### src/rtl/prog_loader.sv
// Program-memory loader: receives a framed, checksummed byte stream and writes
// the payload into the 4096 x 8 program store, holding the CPU until a good image lands.
module prog_loader #(
  parameter int TIMEOUT = 1023
) (
  input  logic        clk,
  input  logic        reset,
  input  logic        start,
  input  logic        in_valid,
  input  logic [7:0]  in_data,
  output logic        in_ready,
  output logic        mem_we,
  output logic [11:0] mem_addr,
  output logic [7:0]  mem_wdata,
  output logic        cpu_hold,
  output logic        done,
  output logic        error,
  output logic [1:0]  err_code
);

  localparam int TW = (TIMEOUT > 1) ? $clog2(TIMEOUT + 1) : 1;

  localparam logic [1:0] ERR_HEADER  = 2'b01;
  localparam logic [1:0] ERR_CSUM    = 2'b10;
  localparam logic [1:0] ERR_TIMEOUT = 2'b11;

  typedef enum logic [2:0] {
    S_IDLE,
    S_LEN_HI,
    S_LEN_LO,
    S_DATA,
    S_CSUM,
    S_DONE,
    S_ERR
  } state_t;

  state_t        state;
  logic [11:0]   len;
  // The write address doubles as the payload byte count: both start at 0 and
  // advance together on every DATA transfer.
  logic [11:0]   addr_cnt;
  logic [7:0]    sum;
  logic [TW-1:0] timer;

  logic          xfer;
  logic          timed_out;
  logic [7:0]    csum_total;

  assign in_ready   = (state inside {S_LEN_HI, S_LEN_LO, S_DATA, S_CSUM});
  assign xfer       = in_valid && in_ready;
  assign timed_out  = (TIMEOUT != 0) && (timer == TW'(TIMEOUT - 1));
  assign csum_total = sum + in_data;

  // NOTE: every register here uses non-blocking assignment so all state and
  // registered outputs update together from the pre-edge values.
  always_ff @(posedge clk or negedge reset) begin
    if (!reset) begin
      state     <= S_IDLE;
      len       <= '0;
      addr_cnt  <= '0;
      sum       <= '0;
      timer     <= '0;
      mem_we    <= 1'b0;
      mem_addr  <= '0;
      mem_wdata <= '0;
      cpu_hold  <= 1'b1;
      done      <= 1'b0;
      error     <= 1'b0;
      err_code  <= '0;
    end else begin
      mem_we <= 1'b0;
      case (state)
        S_IDLE, S_DONE, S_ERR: begin
          if (start) begin
            state    <= S_LEN_HI;
            addr_cnt <= '0;
            sum      <= '0;
            timer    <= '0;
            err_code <= '0;
            error    <= 1'b0;
            done     <= 1'b0;
            cpu_hold <= 1'b1;
          end
        end

        default: begin
          if (xfer) begin
            timer <= '0;
            case (state)
              S_LEN_HI: begin
                if (in_data[7:4] != 4'h0) begin
                  state    <= S_ERR;
                  error    <= 1'b1;
                  err_code <= ERR_HEADER;
                end else begin
                  len[11:8] <= in_data[3:0];
                  state     <= S_LEN_LO;
                end
              end
              S_LEN_LO: begin
                len[7:0] <= in_data;
                state    <= S_DATA;
              end
              S_DATA: begin
                mem_we    <= 1'b1;
                mem_addr  <= addr_cnt;
                mem_wdata <= in_data;
                sum       <= csum_total;
                addr_cnt  <= addr_cnt + 12'd1;
                if (addr_cnt == len) state <= S_CSUM;
              end
              default: begin
                if (csum_total == 8'h00) begin
                  state    <= S_DONE;
                  done     <= 1'b1;
                  cpu_hold <= 1'b0;
                end else begin
                  state    <= S_ERR;
                  error    <= 1'b1;
                  err_code <= ERR_CSUM;
                end
              end
            endcase
          end else if (timed_out) begin
            state    <= S_ERR;
            error    <= 1'b1;
            err_code <= ERR_TIMEOUT;
          end else begin
            timer <= timer + TW'(1);
          end
        end
      endcase
    end
  end

endmodule
### config.mk
export PLATFORM = sky130hd
export DESIGN_NAME = prog_loader
export DESIGN_NICKNAME = d
export VERILOG_FILES = /design/src/rtl/prog_loader.sv
export SDC_FILE = /design/constraint.sdc
export NUM_CORES = 1
export LEC_CHECK = 0
export ABC_AREA = 1
export CORE_MARGIN = 3
export CORE_UTILIZATION = 57
export DETAILED_ROUTE_END_ITERATION = 7
export PLACE_DENSITY_LB_ADDON = 0.15
export SKIP_CTS_REPAIR_TIMING = 1
export SLEW_MARGIN = 40
export SYNTH_ARGS = -nofsm -noshare
export SYNTH_HDL_FRONTEND = slang
export SYNTH_SLANG_ARGS = --single-unit
### constraint.sdc
create_clock -name clk -period 2.3 [get_ports clk]
set_input_delay 0.46 -clock clk [delete_from_list [all_inputs] [get_ports clk]]
set_output_delay 0.46 -clock clk [all_outputs]
set_load 0.05 [all_outputs]
# --- Word level (Yosys, flattened, before mapping) ---
# Index checks and enable logic that the tools add are counted.
word_totals:
  regBits: 71
  inputBits: 12
  output_inout_bits: 27
op_classes:
  n_addsub: 3
  n_eq_ne: 15
  n_mux: 46
  bitwise: 2
  n_reduce_logical: 20
op_table:
  columns: ["operator", "n"]
  rows:
  - ["two-way mux 12 bit", 4]
  - ["two-way mux 10 bit", 4]
  - ["two-way mux 8 bit", 4]
  - ["two-way mux 1 bit", 18]
  - ["two-way mux 3 bit", 6]
  - ["two-way mux 2 bit", 7]
  - ["adder 12 x 1 -> 12 bit, second input constant", 1]
  - ["== test 12 bit", 1]
  - ["AND reduction 3 bit", 4]
  - ["adder 10 x 1 -> 10 bit, second input constant", 1]
  - ["== test 10 bit, second input constant", 1]
  - ["== test 3 bit, second input constant", 3]
  - ["one-hot mux 3 bit (3 select lines)", 1]
  - ["adder 8 bit", 1]
  - ["logical NOT 8 bit", 1]
  - ["inequality test 4 x 2 -> 1 bit, second input constant", 2]
  - ["AND reduction 4 bit", 2]
  - ["nonzero test 4 bit", 2]
  - ["== test 3 x 2 -> 1 bit, second input constant", 2]
  - ["inequality test 3 x 2 -> 1 bit, second input constant", 2]
  - ["nonzero test 2 bit", 3]
  - ["OR reduction 3 bit", 2]
  - ["AND reduction 5 bit", 1]
  - ["inequality test 4 x 3 -> 1 bit, second input constant", 1]
  - ["11 further kinds", 12]

# --- Depth between registers and ports, before layout ---
# Gate-level depths: netlist (run 1).
depth:
  word_depth: 6
  mapped_depth: 15
  ltp_nobuf: 15

# --- Least setup slack after synthesis (run 1) ---
# Ideal clock, no wire load.
synth_timing:
  path_type: "input -> register"
  start: "input in_data[0]"
  end: "register done"
  setup_ns: 0.119
  t_arrival_ns: 1.813
  t_required_ns: 2.181
  slack_ns: 0.368
  stages: 15
  path_buffers: 0
  cell_sequence: "ha_1 -> inv_1 -> fa_1 -> inv_1 -> nand3_1 -> nand2_1 -> nand2_1 -> nand2_1 -> nand3_1 -> nor2_1 -> nand2_1 -> nand2_1 -> nand2_1 -> nand2_1 -> nand2_1"
synth_between:
  elab_chain_len: 4
synth_rtl:
  columns: ["element", "line", "rtl"]
  rows:
  - ["start, declared", "10", "input logic [7:0] in_data,"]
  - ["adder 8 bit", "52", "assign csum_total = sum + in_data;"]
  - ["logical NOT 8 bit", "113", "if (csum_total == 8'h00) begin"]
  - ["nonzero test 2 bit (no source line)", null, null]
  - ["AND reduction 4 bit (no source line)", null, null]
  - ["end signal, assigned", "67", "done <= 1'b0;"]
  - ["end signal, assigned", "81", "done <= 1'b0;"]
  - ["end signal, assigned", "115", "done <= 1'b1;"]
  - ["end, declared", "16", "output logic done,"]
# Every way passes these cells.
# A chain may end at the register's enable or synchronous reset.

# --- Worst setup path in the final report (run 1) ---
layout_timing:
  start: "input in_data[1]"
  end: "register done"
# Same word-level chain as after synthesis.

==> results of run 1 <==
[cells by family (layout without fill, tap and decap cells)]
| logic type | after synthesis | count (layout) | share of synthesized area |
|---|---|---|---|
| and+or+nand+nor | 205 | 205 | 0.245 |
| adders and majority gates | 11 | 11 | 0.0386 |
| AOI/OAI and AO/OA | 78 | 78 | 0.119 |
| xor gates and xnor gates | 22 | 22 | 0.0513 |
| DFF | 71 | 71 | 0.473 |
| buffers and inverters | 70 | 133 | 0.0733 |
[layout make-up]
class                           instances  area share
Timing Repair Buffer                   55       0.112
Inverter                               62      0.0505
Tap cell                               75      0.0204
Multi-Input combinational cell        316       0.374
Clock inverter                          4      0.0215
Clock buffer                           12      0.0359
Sequential cell                        71       0.386
[cells in the final DEF, fill, tap and decap left out, types with 2 or more instances in the layout]
cell type        synthesis  final
bufinv_16                0      3
a21oi_1                  8      8
nand4_1                 10     10
xor2_1                   7      7
o21ai_1                  4      4
xnor2_1                 15     15
nand3_1                 24     23
nand3_2                  2      3
ha_1                    10      9
o21ai_0                 47     47
buf_4                    1     17
nand2_4                  3      3
o22ai_1                  8      8
dfrtp_1                 70     70
nand2_2                  7      7
clkdlybuf4s50_1          0     35
o31ai_1                  3      3
a22o_1                   4      4
clkbuf_8                 0     12
or2_2                    2      2
inv_2                    6      6
nor3_1                   6      6
inv_1                   56     56
nand2_1                117    117
nor2_1                  29     28
[worst paths after layout]
kind	startpoint	endpoint	slack [ns]
min in group clk	cpu_hold	cpu_hold	0.47
max in group asynchronous	reset	cpu_hold	1.82
worst min-delay path	reset	sum[1]	0.13
worst max-delay path	in_data[1]	done	0.14
worst max register to register	sum[0]	done	0.26
worst min register to register	cpu_hold	cpu_hold	0.47
[power by group]
part           total, mW  switching (mW)  leakage [nW]  internal (mW)
combinational       3.29            2.12          1.17           1.17
sequential          2.04           0.357         0.938           1.68
clock               1.29           0.480         0.133          0.814
total               6.62            2.96          2.24           3.66
[cells in the mapped netlist]
cell type / count
a21oi_1: 8
a21oi_2: 1
a22o_1: 4
buf_2: 1
buf_4: 1
buf_6: 1
clkbuf_1: 5
dfrtp_1: 70
dfstp_2: 1
fa_1: 1
ha_1: 10
inv_1: 56
inv_2: 6
nand2_1: 117
nand2_2: 7
nand2_4: 3
nand3_1: 24
nand3_2: 2
nand3_4: 1
nand3b_1: 1
nand4_1: 10
nor2_1: 29
nor2_2: 1
nor3_1: 6
nor3_2: 1
nor4_1: 1
o21ai_0: 47
o21ai_1: 4
o21ai_2: 1
o21bai_1: 1
o21bai_4: 1
o22ai_1: 8
o31ai_1: 3
or2_2: 2
xnor2_1: 15
xor2_1: 7
[critical path, stage by stage]
cell             delay [ns]
clkdlybuf4s50_1        0.49
inv_1                  0.08
fa_2                   0.40
inv_1                  0.09
nand3_1                0.09
nand2_1                0.09
nand2_1                0.05
nand2_1                0.08
nand3_2                0.10
nor2_4                 0.13
nand2_1                0.08
nand2_1                0.08
nand2_1                0.07
nand2_1                0.06
nand2_1                0.05
[flip-flops by register name, summed over array words and instances (netlist names)]
| signal | cells |
|---|---|
| addr_cnt | 12 |
| cpu_hold | 1 |
| done | 1 |
| err_code | 2 |
| error | 1 |
| len | 12 |
| mem_addr | 12 |
| mem_wdata | 8 |
| mem_we | 1 |
| state | 3 |
| sum | 8 |
| timer | 10 |
[metal layers]
metal  part of all wire  vias up
met5                  0        -
met1               0.46     1520
li1                   -     1599
met2               0.49       78
met4              0.011        0
met3              0.040       10
[through the flow]
stage	std cells	util
2_1_floorplan	457	-
3_3_place_gp	579	0.705
3_5_place_dp	579	0.705
4_1_cts	595	0.748
5_1_grt	595	0.751
6_report	595	0.751
==> flow_summary.json, run 1 <==
{
  "worstSkewPairLatency_ns": 0.34,
  "critical_path_class": "primary input to flop",
  "slew_at_the_pin_with_the_worst_max_slew_slack_ns": 0.518,
  "p_leak_nw": 2.24,
  "grt_antenna_before_repair": 0,
  "tritoncts.num_buffers": 9,
  "drt_first_pass_iters": 4,
  "synth_top_area_cell": "dfrtp_1",
  "fillerInstances": 463,
  "globalRouteMet1Util": 0.323,
  "htree_num_levels": 3,
  "crit_arrival_ns": 2.40,
  "sequential_cell_area_sq_mm": 0.00178,
  "remaining_overflow_grt": 0,
  "use_met3": 0.0454,
  "synth.avg_cell_area_sq_um": 8.22,
  "powerDensity_mw_per_mm2": 1440,
  "fmax_mhz": 462,
  "clock_path_buffers": 2,
  "worst_ir_drop_vdd_uv": 1070,
  "synthCells": 457,
  "final_layout_size_suffix_gt1_frac": 0.127,
  "grtUsageMet2": 0.424,
  "final.min_clock_period_ns": 2.16,
  "starting_density_of_the_core": 0.613,
  "die_boundary_height_um": 87.2,
  "path_clk_slew_ns": 0.07,
  "ys_warn_count": 0,
  "nets_final": 538,
  "grt_first_pass_wirelength_mm": 14.9,
  "finClkSkew_ns": 0.00867,
  "drt-initial-drc-count": 179,
  "synth.area.top_cells": "dfrtp_1 47%, nand2_1 12%, o21ai_0 6.3%",
  "hold_path.class": "primary input to async pin",
  "cp_max_fanout": 2,
  "tritoncts": "done",
  "timing.max_cap.violations": 0,
  "dpl_worst_slack_ns": -0.407,
  "grt_pass1_vias": 3279,
  "route.detailed.vias_per_inst": 5.39,
  "post-layout-total-power_mw": 6.62,
  "r2r.worst_path.cells": 12,
  "routed_wl_mm": 8.59,
  "tritoncts_num_sinks": 71,
  "route.antenna.remaining_nets": 0,
  "worst_setup_path_end_kind": "flop",
  "groute.usage.overall": 0.249,
  "hold-worst-slack_ns": 0.132,
  "synthToLayoutAreaGrowth_pct": 22.6,
  "die_width_um": 87.2,
  "top_area_cell_type_share_of_the_netlist_area": 0.466,
  "multi_input_area_sq_mm": 0.00172,
  "finalCritPeriodShare": 0.941,
  "required_ns": 2.53,
  "yosysUniqueCellTypes": 36,
  "layout_setup_ws_ns": 0.135,
  "grt_start_max_net_pins": 72,
  "antenna_diode_count": 0,
  "count_of_final_setup_violators": 0,
  "synth_seq_cells": 71,
  "fp.dieArea_sq_mm": 0.00760,
  "via_count": 3207,
  "synth.net_count": 480,
  "drv_slew": 0,
  "finalHoldViolCount": 0,
  "routedWlPerCell_um": 14.4,
  "rows": 28,
  "cts_root_buf": "clkbuf_8",
  "worstSetupStartpointType": "primary input",
  "placement.cell_area_sq_mm": 0.00432,
  "grt_most_used_layer": "met2",
  "io_buffer_count": 38,
  "fin_setup_tns_ns": 0,
  "place_congestion": 0.900,
  "core_area_sq_mm": 0.00613,
  "io_pins": 39,
  "max-slew-margin-rel": 0.654,
  "finish.instance_area_sq_mm": 0.00460,
  "synth_sequential_area_ratio": 0.473,
  "post-dp-hpwl_mm": 6.18,
  "post-route-drc-count": 0,
  "result_of_the_run": "finished clean",
  "synth.cell_area_sq_mm": 0.00376
}
(Power assumes the default switching activity.)
==> inputs of run 2 (changes only) <==
--- a/config.mk
+++ b/config.mk
@@ -10,6 +10,7 @@
 export CORE_UTILIZATION = 57
 export DETAILED_ROUTE_END_ITERATION = 7
 export PLACE_DENSITY_LB_ADDON = 0.15
+export REMOVE_ABC_BUFFERS = 1
 export SKIP_CTS_REPAIR_TIMING = 1
 export SLEW_MARGIN = 40
 export SYNTH_ARGS = -nofsm -noshare
==> run 2 against run 1 <==
Highest routed layer unchanged. Clock skew grew 0.0012 ns. Register-to-register slack gained 0.04 ns. Non-clock buffer count shrank 2.
==> flow_summary.json, run 2 (synthesis gave the netlist of run 1 again) <==
{
  "result_of_the_run": "finished clean",
  "layoutNonFillerInstCount": 593,
  "path_clk_slew_ns": 0.08,
  "timing.critical_path.max_delay_family": "buffers and inverters",
  "finalHoldViolCount": 0,
  "worstReg2RegStart": "sum[0]",
  "detail_route.wirelength.met1_mm": 4.05,
  "tritoncts.num_buffers": 9,
  "fp.dieArea_sq_mm": 0.00760,
  "grt_first_pass_wirelength_mm": 14.5,
  "cts_root_buf": "clkbuf_8",
  "hold-worst-slack_ns": 0.110,
  "rows": 28,
  "internal_power_mw": 3.60,
  "max-slew-margin-rel": 0.594,
  "worstSetupStartpointType": "flop",
  "route.met3.wl_um": 409,
  "end_of_the_worst_register_to_register_path": "done",
  "die_boundary_height_um": 87.2,
  "sequential_cell_area_sq_mm": 0.00178,
  "power_frac_comb": 0.505,
  "remaining_overflow_grt": 0,
  "die_width_um": 87.2,
  "finalCritPeriodShare": 0.939,
  "powerDensity_mw_per_mm2": 1440,
  "tritoncts": "done",
  "worst_ir_drop_vdd_uv": 1230,
  "capture_point_of_the_worst_path": "cpu_hold",
  "worst-r2r-setup-slack_ns": 0.30,
  "worst_setup_path_end_kind": "primary output",
  "finish.instance_area_sq_mm": 0.00460,
  "cpMaxStageDelayCell": "clkdlybuf4s50_1",
  "clock_path_buffers": 2,
  "startpoint": "cpu_hold",
  "drv_slew": 0,
  "critical_path.cell_chain": "clkdlybuf4s50_1",
  "io_buffer_count": 38,
  "swShare": 0.456,
  "fmax_mhz": 463,
  "mostFrequentLayoutCells": "113 x nand2_1, 70 x dfrtp_1, 55 x inv_1",
  "starting_density_of_the_core": 0.613,
  "post-route-drc-count": 0,
  "route.detailed.vias_per_inst": 5.45,
  "post-dp-hpwl_mm": 5.89,
  "cp.buffers_inverters": 1,
  "required_ns": 1.84,
  "fillerInstances": 440,
  "grt_start_max_net_pins": 72,
  "final_common_cell": "nand2_1",
  "cpPeakStageDelay_ns": 0.80,
  "r2r.worst_path.cells": 12,
  "htree_num_levels": 3,
  "hold_path.class": "primary input to async pin",
  "worstSkewPairLatency_ns": 0.36,
  "placement.cell_area_sq_mm": 0.00431,
  "largestRegisters": "addr_cnt: 12 flops, len: 12 flops, mem_addr: 12 flops",
  "slew_at_the_pin_with_the_worst_max_slew_slack_ns": 0.605,
  "seqPwrFrac": 0.306,
  "routedWlPerCell_um": 14.4,
  "p_leak_nw": 2.22,
  "post-layout-total-power_mw": 6.62,
  "crit_arrival_ns": 1.70,
  "count_of_final_setup_violators": 0,
  "grt_antenna_before_repair": 0,
  "cp_max_fanout": 2,
  "io_pins": 39,
  "final.min_clock_period_ns": 2.16,
  "share_clk_of_total_power": 0.188,
  "core_area_sq_mm": 0.00613,
  "final_layout_size_suffix_gt1_frac": 0.141,
  "path_depth": 1,
  "multi_input_area_sq_mm": 0.00175,
  "routed_wl_mm": 8.56,
  "antenna_diode_count": 0,
  "routed.top_layer": "met4",
  "finClkSkew_ns": 0.00989,
  "timing.max_cap.violations": 0,
  "nets_final": 536,
  "groute.usage.overall": 0.245,
  "critical_path_class": "flop to primary output",
  "place.detailed.instances": 577,
  "drt-initial-drc-count": 184,
  "via_count": 3229,
  "drt_first_pass_iters": 5,
  "grt_pass1_vias": 3101,
  "tritoncts_num_sinks": 71,
  "total_switching_power_mw": 3.02,
  "synthToLayoutAreaGrowth_pct": 22.5,
  "route.antenna.remaining_nets": 0,
  "rsz0062_at_grt": "no",
  "place_congestion": 0.832,
  "routed-wl-met2_mm": 3.96
}
-- run 2: area by class of cell --
type	instances	area share
Tap cell	75	0.0204
Timing Repair Buffer	53	0.109
Multi-Input combinational cell	316	0.380
Sequential cell	71	0.386
Inverter	62	0.0506
Clock inverter	6	0.0234
Clock buffer	10	0.0299
-- run 2: how the worst min path moves through the flow --
stage          slack (ns)  cells after the start            to      from
6_report             0.11                      2        mem_we     reset
5_1_grt              0.15                      2        sum[1]     reset
4_1_cts              0.13                      2  mem_addr[11]     reset
3_5_place_dp         0.47                      2      cpu_hold  cpu_hold
3_3_place_gp         0.46                      2      cpu_hold  cpu_hold
2_1_floorplan        0.16                      0   addr_cnt[0]     reset
-- run 2: per-layer routing --
layer,vias to the layer above,GRT usage
li1,1600,-
met1,1530,0.342
met2,82,0.375
met3,17,0.0530
met4,0,0.0921
met5,-,0
-- run 2: power groups by stage --
stage	Combinational (mW)	Sequential [mW]	Clock (mW)
6_report	3.34	2.03	1.25
3_5_place_dp	3.23	2.04	0
3_3_place_gp	3.16	2.03	0
4_1_cts	3.26	2.03	1.25
2_1_floorplan	1.68	2.59	0
5_1_grt	3.67	2.08	1.30
-- run 2: metrics by stage --
stage / TNS [ns] / worst slack, ns / utilization
floorplan: 0 / 0.361 / -
global placement: -1.78 / -0.279 / 0.702
detailed placement: -2.36 / -0.372 / 0.702
CTS: 0 / 0.0141 / 0.742
global route: 0 / 0.0237 / 0.750
finish: 0 / 0.141 / 0.750
==> inputs of run 3 (changes only) <==
--- a/config.mk
+++ b/config.mk
@@ -11,6 +11,7 @@
 export DETAILED_ROUTE_END_ITERATION = 7
 export PLACE_DENSITY_LB_ADDON = 0.15
 export REMOVE_ABC_BUFFERS = 1
+export SETUP_SLACK_MARGIN = 0.2
 export SKIP_CTS_REPAIR_TIMING = 1
 export SLEW_MARGIN = 40
 export SYNTH_ARGS = -nofsm -noshare
==> run 3 against run 2 <==
Cell area grew 2.0%. Register-to-register slack lost 0.03 ns. Sequential power hardly changed. Clock-buffer cell count is the same. Combinational power rose by 4%. Routed wire length rose by 4.6%. Maximum frequency rose by 5.9%. Highest routed layer unchanged.
==> flow_summary.json, run 3 (synthesis gave the netlist of run 1 again) <==
{
  "grt_first_pass_wirelength_mm": 14.5,
  "grt_most_used_layer": "met2",
  "groute.usage.overall": 0.245,
  "placement.cell_area_sq_mm": 0.00431,
  "path_clk_slew_ns": 0.08,
  "worstSetupStartpointType": "primary input",
  "worst_ir_drop_vdd_uv": 1190,
  "grt_antenna_before_repair": 0,
  "use_met3": 0.0530,
  "finClkSkew_ns": 0.00799,
  "route.antenna.remaining_nets": 0,
  "worstSkewPairLatency_ns": 0.35,
  "antenna_diode_count": 0,
  "clock_path_buffers": 2,
  "r2r.worst_path.cells": 12,
  "result_of_the_run": "finished clean",
  "drt-initial-drc-count": 258,
  "post-route-drc-count": 0,
  "nets_final": 537,
  "mostFrequentLayoutCells": "112 x nand2_1, 69 x dfrtp_1, 53 x inv_1",
  "grt_pass1_vias": 3101,
  "fillerInstances": 425,
  "timing.max_cap.violations": 0,
  "synthToLayoutAreaGrowth_pct": 24.9,
  "htree_num_levels": 3,
  "rsz0062_at_grt": "yes",
  "routed_wl_mm": 8.95,
  "powerDensity_mw_per_mm2": 1440,
  "cp_max_fanout": 3,
  "remaining_overflow_grt": 0,
  "finalHoldViolCount": 0,
  "post-dp-hpwl_mm": 5.89,
  "io_pins": 39,
  "grt_start_max_net_pins": 72,
  "routedWlPerCell_um": 15.1,
  "core_area_sq_mm": 0.00613,
  "slew_at_the_pin_with_the_worst_max_slew_slack_ns": 0.600,
  "fmax_mhz": 490,
  "globalRouteMet1Util": 0.342,
  "route.detailed.vias_per_inst": 5.53,
  "critical_path_class": "primary input to flop",
  "worst_setup_path_end_kind": "flop",
  "place_congestion": 0.832,
  "grtUsageMet2": 0.375,
  "worstReg2RegStart": "sum[0]",
  "finalCritPeriodShare": 0.887,
  "cts_root_buf": "clkbuf_8",
  "die_width_um": 87.2,
  "io_buffer_count": 38,
  "final_common_cell": "nand2_1",
  "max-slew-margin-rel": 0.597,
  "final.min_clock_period_ns": 2.04,
  "via_count": 3282,
  "finish.instance_area_sq_mm": 0.00469,
  "end_of_the_worst_register_to_register_path": "state[1]",
  "drt_first_pass_iters": 5,
  "die_boundary_height_um": 87.2,
  "tritoncts_num_sinks": 71,
  "starting_density_of_the_core": 0.613,
  "rows": 28,
  "p_leak_nw": 2.26,
  "hold_path.class": "primary input to async pin",
  "fp.dieArea_sq_mm": 0.00760,
  "tritoncts": "done",
  "count_of_final_setup_violators": 0,
  "required_ns": 2.54,
  "tritoncts.num_buffers": 9,
  "drv_slew": 0,
  "crit_arrival_ns": 2.28,
  "worst-r2r-setup-slack_ns": 0.27,
  "fin_setup_tns_ns": 0,
  "final_layout_size_suffix_gt1_frac": 0.160,
  "largestRegisters": "addr_cnt: 12 flops, len: 12 flops, mem_addr: 12 flops"
}
==> run 3: final cells by class <==
cell class | count | area (sq um) | area share
clock inverter | 6 | 108 | 0.0229
multi-input combinational | 316 | 1820 | 0.389
clock buffer | 10 | 138 | 0.0293
inverter | 62 | 233 | 0.0496
sequential | 71 | 1780 | 0.379
timing repair buffer | 54 | 518 | 0.110
tap | 75 | 93.8 | 0.0200
==> run 3: per-layer routing <==
metal / vias up / wire length [um]
met5: - / 0
met3: 20 / 382
met2: 94 / 4300
met4: 0 / 186
met1: 1566 / 4080
li1: 1602 / -
==> run 3: metrics by stage <==
stage               utilization  cells  hold slack, ns  power [mW]  setup slack [ns]
floorplan                     -    449           0.164        4.26             0.361
CTS                       0.742    593           0.134        6.54            0.0141
detailed placement        0.702    577           0.469        5.28            -0.372
global placement          0.702    577           0.464        5.19            -0.279
global route              0.765    594           0.154        7.19             0.150
finish                    0.765    594           0.114        6.74             0.261
==> run 3: worst max-delay path by stage <==
stage                           from     endpoint  slack (ns)  depth (start not counted)
final                     in_data[6]     state[1]        0.26                         14
after global routing          sum[0]         done        0.15                         15
after CTS                 in_data[0]         done        0.01                         16
after detailed placement  in_data[0]         done       -0.37                         16
after global placement    in_data[0]         done       -0.28                         16
after floorplan             state[0]  addr_cnt[6]        0.36                          9
==> run 3: power by group <==
part           leakage (nW)  internal [mW]  switching, mW
clock network         0.122          0.746          0.495
logic                  1.20           1.23           2.23
registers             0.936           1.68          0.364
==> run 3: critical path, stage by stage <==
cell             delay, ns
clkdlybuf4s50_1       0.57
ha_4                  0.24
nand2_1               0.08
inv_1                 0.06
a21oi_2               0.16
nand2_1               0.07
nand2_1               0.06
nand2_1               0.09
nor2_4                0.16
nand2_2               0.08
nand2_1               0.08
nand2_1               0.05
nand2_1               0.05
nand2_1               0.06
